**src/rtl/bsg_async_fifo_pkg.sv**
```systemverilog
// Shared helpers for the async FIFO pointer controllers: Gray/binary conversion
// and the default pointer geometry.
package bsg_async_fifo_pkg;

   localparam int lg_size_default_lp = 3;
   localparam int ptr_width_lp       = lg_size_default_lp + 1;
   localparam int max_width_lp       = 32;

   typedef logic [max_width_lp-1:0] word_t;

   // Width-generic by zero extension: callers cast in and truncate the result.
   function automatic word_t bsg_bin2gray(input word_t bin);
      return bin ^ (bin >> 1);
   endfunction

   function automatic word_t bsg_gray2bin(input word_t gray);
      word_t bin;
      bin = gray;
      for (int i = max_width_lp - 2; i >= 0; i--) begin
         bin[i] = bin[i+1] ^ gray[i];
      end
      return bin;
   endfunction

endpackage

```
**src/rtl/bsg_async_fifo_wptr_ctrl_if.sv**
```systemverilog
// Write-side bundle between the producer/crossing logic and the write pointer
// controller.
interface bsg_async_fifo_wptr_ctrl_if
   import bsg_async_fifo_pkg::*;
   #(parameter int lg_size_p = lg_size_default_lp);

   localparam int ptr_w_lp = lg_size_p + 1;

   logic                 enq_i;
   logic [ptr_w_lp-1:0]  r_ptr_gray_sync_i;
   logic                 w_en_o;
   logic [lg_size_p-1:0] w_addr_o;
   logic [ptr_w_lp-1:0]  w_ptr_gray_o;
   logic                 full_o;
   logic [ptr_w_lp-1:0]  count_o;
   logic                 overflow_o;

   modport master (
      output enq_i, r_ptr_gray_sync_i,
      input  w_en_o, w_addr_o, w_ptr_gray_o, full_o, count_o, overflow_o
   );

   modport slave (
      input  enq_i, r_ptr_gray_sync_i,
      output w_en_o, w_addr_o, w_ptr_gray_o, full_o, count_o, overflow_o
   );

endinterface

```
**src/rtl/bsg_gray_to_binary.sv**
```systemverilog
// Gray to binary conversion as an XOR-prefix chain from the MSB down.
// Shared by the read- and write-side pointer controllers.
module bsg_gray_to_binary #(
   parameter int width_p = 4
) (
   input  logic [width_p-1:0] gray_i,
   output logic [width_p-1:0] binary_o
);

   // Each binary bit is the parity of all Gray bits at or above it.
   for (genvar i = 0; i < width_p; i++) begin : g_bit
      assign binary_o[i] = ^gray_i[width_p-1:i];
   end

endmodule

```
**src/rtl/bsg_async_fifo_wptr_ctrl.sv**
```systemverilog
// Async FIFO write pointer controller: binary/Gray write pointers, full,
// occupancy and sticky overflow, all in the write clock domain.
module bsg_async_fifo_wptr_ctrl
   import bsg_async_fifo_pkg::*;
   #(parameter int lg_size_p = lg_size_default_lp)
(
   input  logic                         clk_i,
   input  logic                         reset_i,
   bsg_async_fifo_wptr_ctrl_if.slave    wif
);

   localparam int ptr_w_lp = lg_size_p + 1;
   // Full means the pointers differ only in their top two Gray bits.
   localparam logic [ptr_w_lp-1:0] full_xor_lp = ptr_w_lp'(3) << (ptr_w_lp - 2);

   logic [ptr_w_lp-1:0] w_ptr_bin_r;
   logic [ptr_w_lp-1:0] w_ptr_gray_r;
   logic                overflow_r;

   logic [ptr_w_lp-1:0] w_ptr_bin_n;
   logic [ptr_w_lp-1:0] w_ptr_gray_n;
   logic [ptr_w_lp-1:0] r_ptr_bin;
   logic                full;
   logic                accept;

   bsg_gray_to_binary #(.width_p(ptr_w_lp)) r_g2b (
      .gray_i   (wif.r_ptr_gray_sync_i),
      .binary_o (r_ptr_bin)
   );

   assign full         = ((w_ptr_gray_r ^ wif.r_ptr_gray_sync_i) == full_xor_lp);
   assign accept       = wif.enq_i & ~full & ~reset_i;
   assign w_ptr_bin_n  = w_ptr_bin_r + ptr_w_lp'(1);
   assign w_ptr_gray_n = ptr_w_lp'(bsg_bin2gray(word_t'(w_ptr_bin_n)));

   // NOTE: state registers use non-blocking assignments so every flop samples
   // pre-edge values regardless of statement order.
   always_ff @(posedge clk_i) begin
      if (reset_i) begin
         w_ptr_bin_r  <= '0;
         w_ptr_gray_r <= '0;
         overflow_r   <= 1'b0;
      end else begin
         if (accept) begin
            w_ptr_bin_r  <= w_ptr_bin_n;
            w_ptr_gray_r <= w_ptr_gray_n;
         end
         if (wif.enq_i & full) begin
            overflow_r <= 1'b1;
         end
      end
   end

   // Gray pointer leaves straight from its flop so the crossing sees no glitches.
   assign wif.w_ptr_gray_o = w_ptr_gray_r;
   assign wif.w_en_o       = accept;
   assign wif.w_addr_o     = w_ptr_bin_r[lg_size_p-1:0];
   assign wif.full_o       = full;
   assign wif.count_o      = w_ptr_bin_r - r_ptr_bin;
   assign wif.overflow_o   = overflow_r;

endmodule

```
**src/flat_wrapper.sv**
```systemverilog
// flat-port wrapper written by rule: the top's interface ports become plain ports
module bsg_async_fifo_wptr_ctrl_flat import bsg_async_fifo_pkg::*;
#(parameter int lg_size_p = lg_size_default_lp)
  (clk_i, reset_i, wif_enq_i, wif_r_ptr_gray_sync_i, wif_w_en_o, wif_w_addr_o, wif_w_ptr_gray_o, wif_full_o, wif_count_o, wif_overflow_o);
  bsg_async_fifo_wptr_ctrl_if #(.lg_size_p(lg_size_p)) wif_i ();
  input  logic clk_i;
  input  logic reset_i;
  input wire logic [$bits(wif_i.enq_i)-1:0] wif_enq_i;
  input wire logic [$bits(wif_i.r_ptr_gray_sync_i)-1:0] wif_r_ptr_gray_sync_i;
  output wire logic [$bits(wif_i.w_en_o)-1:0] wif_w_en_o;
  output wire logic [$bits(wif_i.w_addr_o)-1:0] wif_w_addr_o;
  output wire logic [$bits(wif_i.w_ptr_gray_o)-1:0] wif_w_ptr_gray_o;
  output wire logic [$bits(wif_i.full_o)-1:0] wif_full_o;
  output wire logic [$bits(wif_i.count_o)-1:0] wif_count_o;
  output wire logic [$bits(wif_i.overflow_o)-1:0] wif_overflow_o;
  assign wif_i.enq_i = wif_enq_i;
  assign wif_i.r_ptr_gray_sync_i = wif_r_ptr_gray_sync_i;
  assign wif_w_en_o = wif_i.w_en_o;
  assign wif_w_addr_o = wif_i.w_addr_o;
  assign wif_w_ptr_gray_o = wif_i.w_ptr_gray_o;
  assign wif_full_o = wif_i.full_o;
  assign wif_count_o = wif_i.count_o;
  assign wif_overflow_o = wif_i.overflow_o;
  bsg_async_fifo_wptr_ctrl #(.lg_size_p(lg_size_p)) u_core (.clk_i(clk_i), .reset_i(reset_i), .wif(wif_i));
endmodule
```
**config.mk**
```make
export PLATFORM = sky130hd
export DESIGN_NAME = bsg_async_fifo_wptr_ctrl_flat
export DESIGN_NICKNAME = d
export VERILOG_FILES = /design/src/rtl/bsg_async_fifo_pkg.sv /design/src/rtl/bsg_async_fifo_wptr_ctrl_if.sv /design/src/rtl/bsg_gray_to_binary.sv /design/src/rtl/bsg_async_fifo_wptr_ctrl.sv /design/src/flat_wrapper.sv
export SDC_FILE = /design/constraint.sdc
export NUM_CORES = 1
export LEC_CHECK = 0
export BUFFER_PORTS_ARGS = -buffer_cell sky130_fd_sc_hd__buf_2
export CAP_MARGIN = 20
export CORE_AREA = 4 4 41 43
export CTS_BUF_LIST = sky130_fd_sc_hd__clkbuf_4
export CTS_CLUSTER_SIZE = 24
export DETAILED_ROUTE_END_ITERATION = 12
export DIE_AREA = 0 0 45 47
export PLACE_DENSITY_LB_ADDON = 0.15
export SYNTH_ARGS = -nofsm -noshare
export SYNTH_HDL_FRONTEND = slang
export SYNTH_SLANG_ARGS = --single-unit
export TNS_END_PERCENT = 5
```
**constraint.sdc**
```tcl
create_clock -name clk_i -period 3.15 [get_ports clk_i]
set_clock_uncertainty 0.2 [all_clocks]
set_input_delay 0.63 -clock clk_i [delete_from_list [all_inputs] [get_ports clk_i]]
set_output_delay 0.63 -clock clk_i [all_outputs]
set_load 0.05 [all_outputs]
```
==> metrics <==
WP data arrival=2.24 ns; TritonCTS sink count=8; Post-Synthesis Cells=60; Die H=47 µm; hold_buf cts=0; CP top delay family=adder cells; Hold Vio Cnt, Final=0; Post-DP Area=716.9 µm²; Area Overhead vs Synth=37.53%; Via density=4.699; Critical Path Stages=8; Slew @ Worst Pin=0.4111 ns; initial core utilization=42.79%; Synth Warn #=0; CTS tree=done; layout cell share with drive strength beyond 1=40.91%; htree depth=1; Final Net Count=102; critical path class=input pin to primary output; DRC=0; Die Span X=45 µm; Max Cap Violations=0; Mapped Nets=72; Crit path buffers/inverters=3; busiest grt layer=met2; drt pass-1 iters=4; gr usage total=12.28%; root buffer cell=clkbuf_4; Setup violations, final=0; most common cell after layout, fill and taps aside=buf_2; most frequent cells in the layout=buf_2 (18), xnor2_1 (10), buf_4 (8), dfxtp_1 (8); M3 GR Usage=2.682%; GPL Wtd Cong=0.7151; Synth cell types=17; Power Density=576.7 mW/mm²; critical path peak fanout=2; f_max=325.3 MHz; crit end category=primary output; vias=484; WL final=1133 µm; VDD IR-drop max=0.3367 mV; #FFs+latches synth=8; crit-path cells=buf_2 -> xnor2_2 -> xor2_1 -> xnor2_1 -> ha_2 -> fa_1 -> inv_1 -> buf_2; HP Class=flop to flop; WP data required=2.32 ns; Slew HR=72.40%; period utilization=97.58%; vias in the first global route=469; Hold Crit Depth=2; sequential element share of the synthesized area=28.76%; antenna violations before repair=0; synthesized area=556.8 µm²; Die ar.=0.002115 mm²; core box area=0.001301 mm²; remaining antenna violation count=0; first-pass GRT wire length=1876 µm; antenna cells=0; crit-path most repeated cell=buf_2; Top Ports=21; max-slew violation count=0; Period minus WS final=3.074 ns; fin util=58.85%; Reg2Reg Depth=5; Syn Area/Cell=9.280 µm²; M2 GR Usage=20.90%; grt total ovfl=0; met1 Use GR=14.22%; Final Cell Area=765.7 µm²; I/O Buffers=20; CP max stage cell=fa_1; Post-DP HPWL=928.4 µm; clock latency on the worst-skew pair=0.24 ns; Num CTS Buffers=3; routed len/inst=11.00 µm; Worst path max stage delay=0.41 ns; clock slew at the register clock pins of the worst setup and hold paths=0.05 ns; Leakage Power=0.3818 nW; largest net degree at the start of global routing=10; Max clock buf depth=2; DRT iter0 DRCs=1; FP Rows=13; status=complete, no violations; Startpoint Class=input pin; FF-to-FF setup slack=1.24 ns
## worst register-to-register path: cells and delay by family, from the launching register on
| kind | cells | cell delay (ns) |
|---|---|---|
| flops | 1 | 0.35 |
| buf+inv | 1 | 0.19 |
| simple gates | 1 | 0.44 |
| compound gates | 2 | 0.27 |
| xor+xnor | 1 | 0.39 |
## final timing paths
kind / end / startpoint
worst max-delay path: wif_count_o[1] / wif_r_ptr_gray_sync_i[2]
worst min-delay path: u_core.wif.overflow_o / u_core.wif.overflow_o
worst max register to register: u_core.wif.w_ptr_gray_o[3] / u_core.wif.w_ptr_gray_o[3]
worst min register to register: u_core.wif.overflow_o / u_core.wif.overflow_o
## repair_timing
action | in CTS | in global routing
pin swaps | 0 | 6
setup buffers | 0 | 1
setup endpoints to repair | 2 | 3
gates resized for setup | 2 | 3
## per-layer routing
layer	part of all wire [%]	wire, µm	up-vias
li1	-	-	254
met1	44	494	217
met2	50	572	11
met3	5.4	61	2
met4	0.44	5	0
met5	0	0	-
## kinds of logic (layout without fill, tap and decap cells)
logic type	count (synthesis)	in the layout	synth area share (%)
XOR/XNOR	15	15	23.60
buffers and inverters	8	36	5.393
flip-flops	8	8	28.76
adder cells (fa/ha/maj)	5	5	12.58
AO/OA/AOI/OAI	9	9	13.04
AND/OR/NAND/NOR	11	11	9.438
multiplexers	4	4	7.191
## cells in the mapped netlist
| master | number | share of area, % |
|---|---|---|
| o41ai_4 | 1 | 4.9 |
| nor2_1 | 7 | 4.7 |
| ha_1 | 4 | 9.0 |
| xnor2_1 | 12 | 19 |
| buf_1 | 1 | 0.67 |
| inv_1 | 7 | 4.7 |
| xor2_1 | 3 | 4.7 |
| or3_2 | 2 | 2.7 |
| mux2i_1 | 4 | 7.2 |
| fa_1 | 1 | 3.6 |
| a21oi_1 | 4 | 3.6 |
| o21ai_0 | 2 | 1.8 |
| nand3_1 | 1 | 0.90 |
| dfxtp_1 | 8 | 29 |
| nor4_1 | 1 | 1.1 |
| a21o_1 | 1 | 1.3 |
| a21boi_0 | 1 | 1.3 |
## through the flow
stage	cells	hold WS, ns	total power [mW]	setup slack, ns	TNS (ns)
final	103	0.2658	0.4416	0.07614	0
after global routing	103	0.2968	0.4702	-0.02376	-0.02376
after CTS	102	0.2728	0.4433	0.01929	0
after detailed placement	99	0.2611	0.3612	-0.02995	-0.02995
after global placement	99	0.2442	0.3587	0.01052	0
after floorplan	60	0.5226	0.3071	-0.2316	-0.3393
## power by group
group          internal, mW  switching [mW]  total, mW
clock network        0.0433          0.0303     0.0736
registers             0.110         0.00987      0.120
logic                0.0835           0.165      0.248
total                 0.236           0.205      0.442
## area by class of cell
class / instances / area [µm²]
inverters: 7 / 26.28
well taps: 15 / 18.77
clock buffers: 3 / 22.52
repair buffers: 26 / 150.1
fillers: 134 / 535.5
flip-flops and latches: 8 / 160.2
multi-input cells: 44 / 387.9
## sequential cells by signal, indices dropped and copies added, names as in the netlist
signal                   cells
u_core.w_ptr_bin_r           3
u_core.wif.overflow_o        1
u_core.wif.w_ptr_gray_o      4
Power figures use the tool's default switching activity.
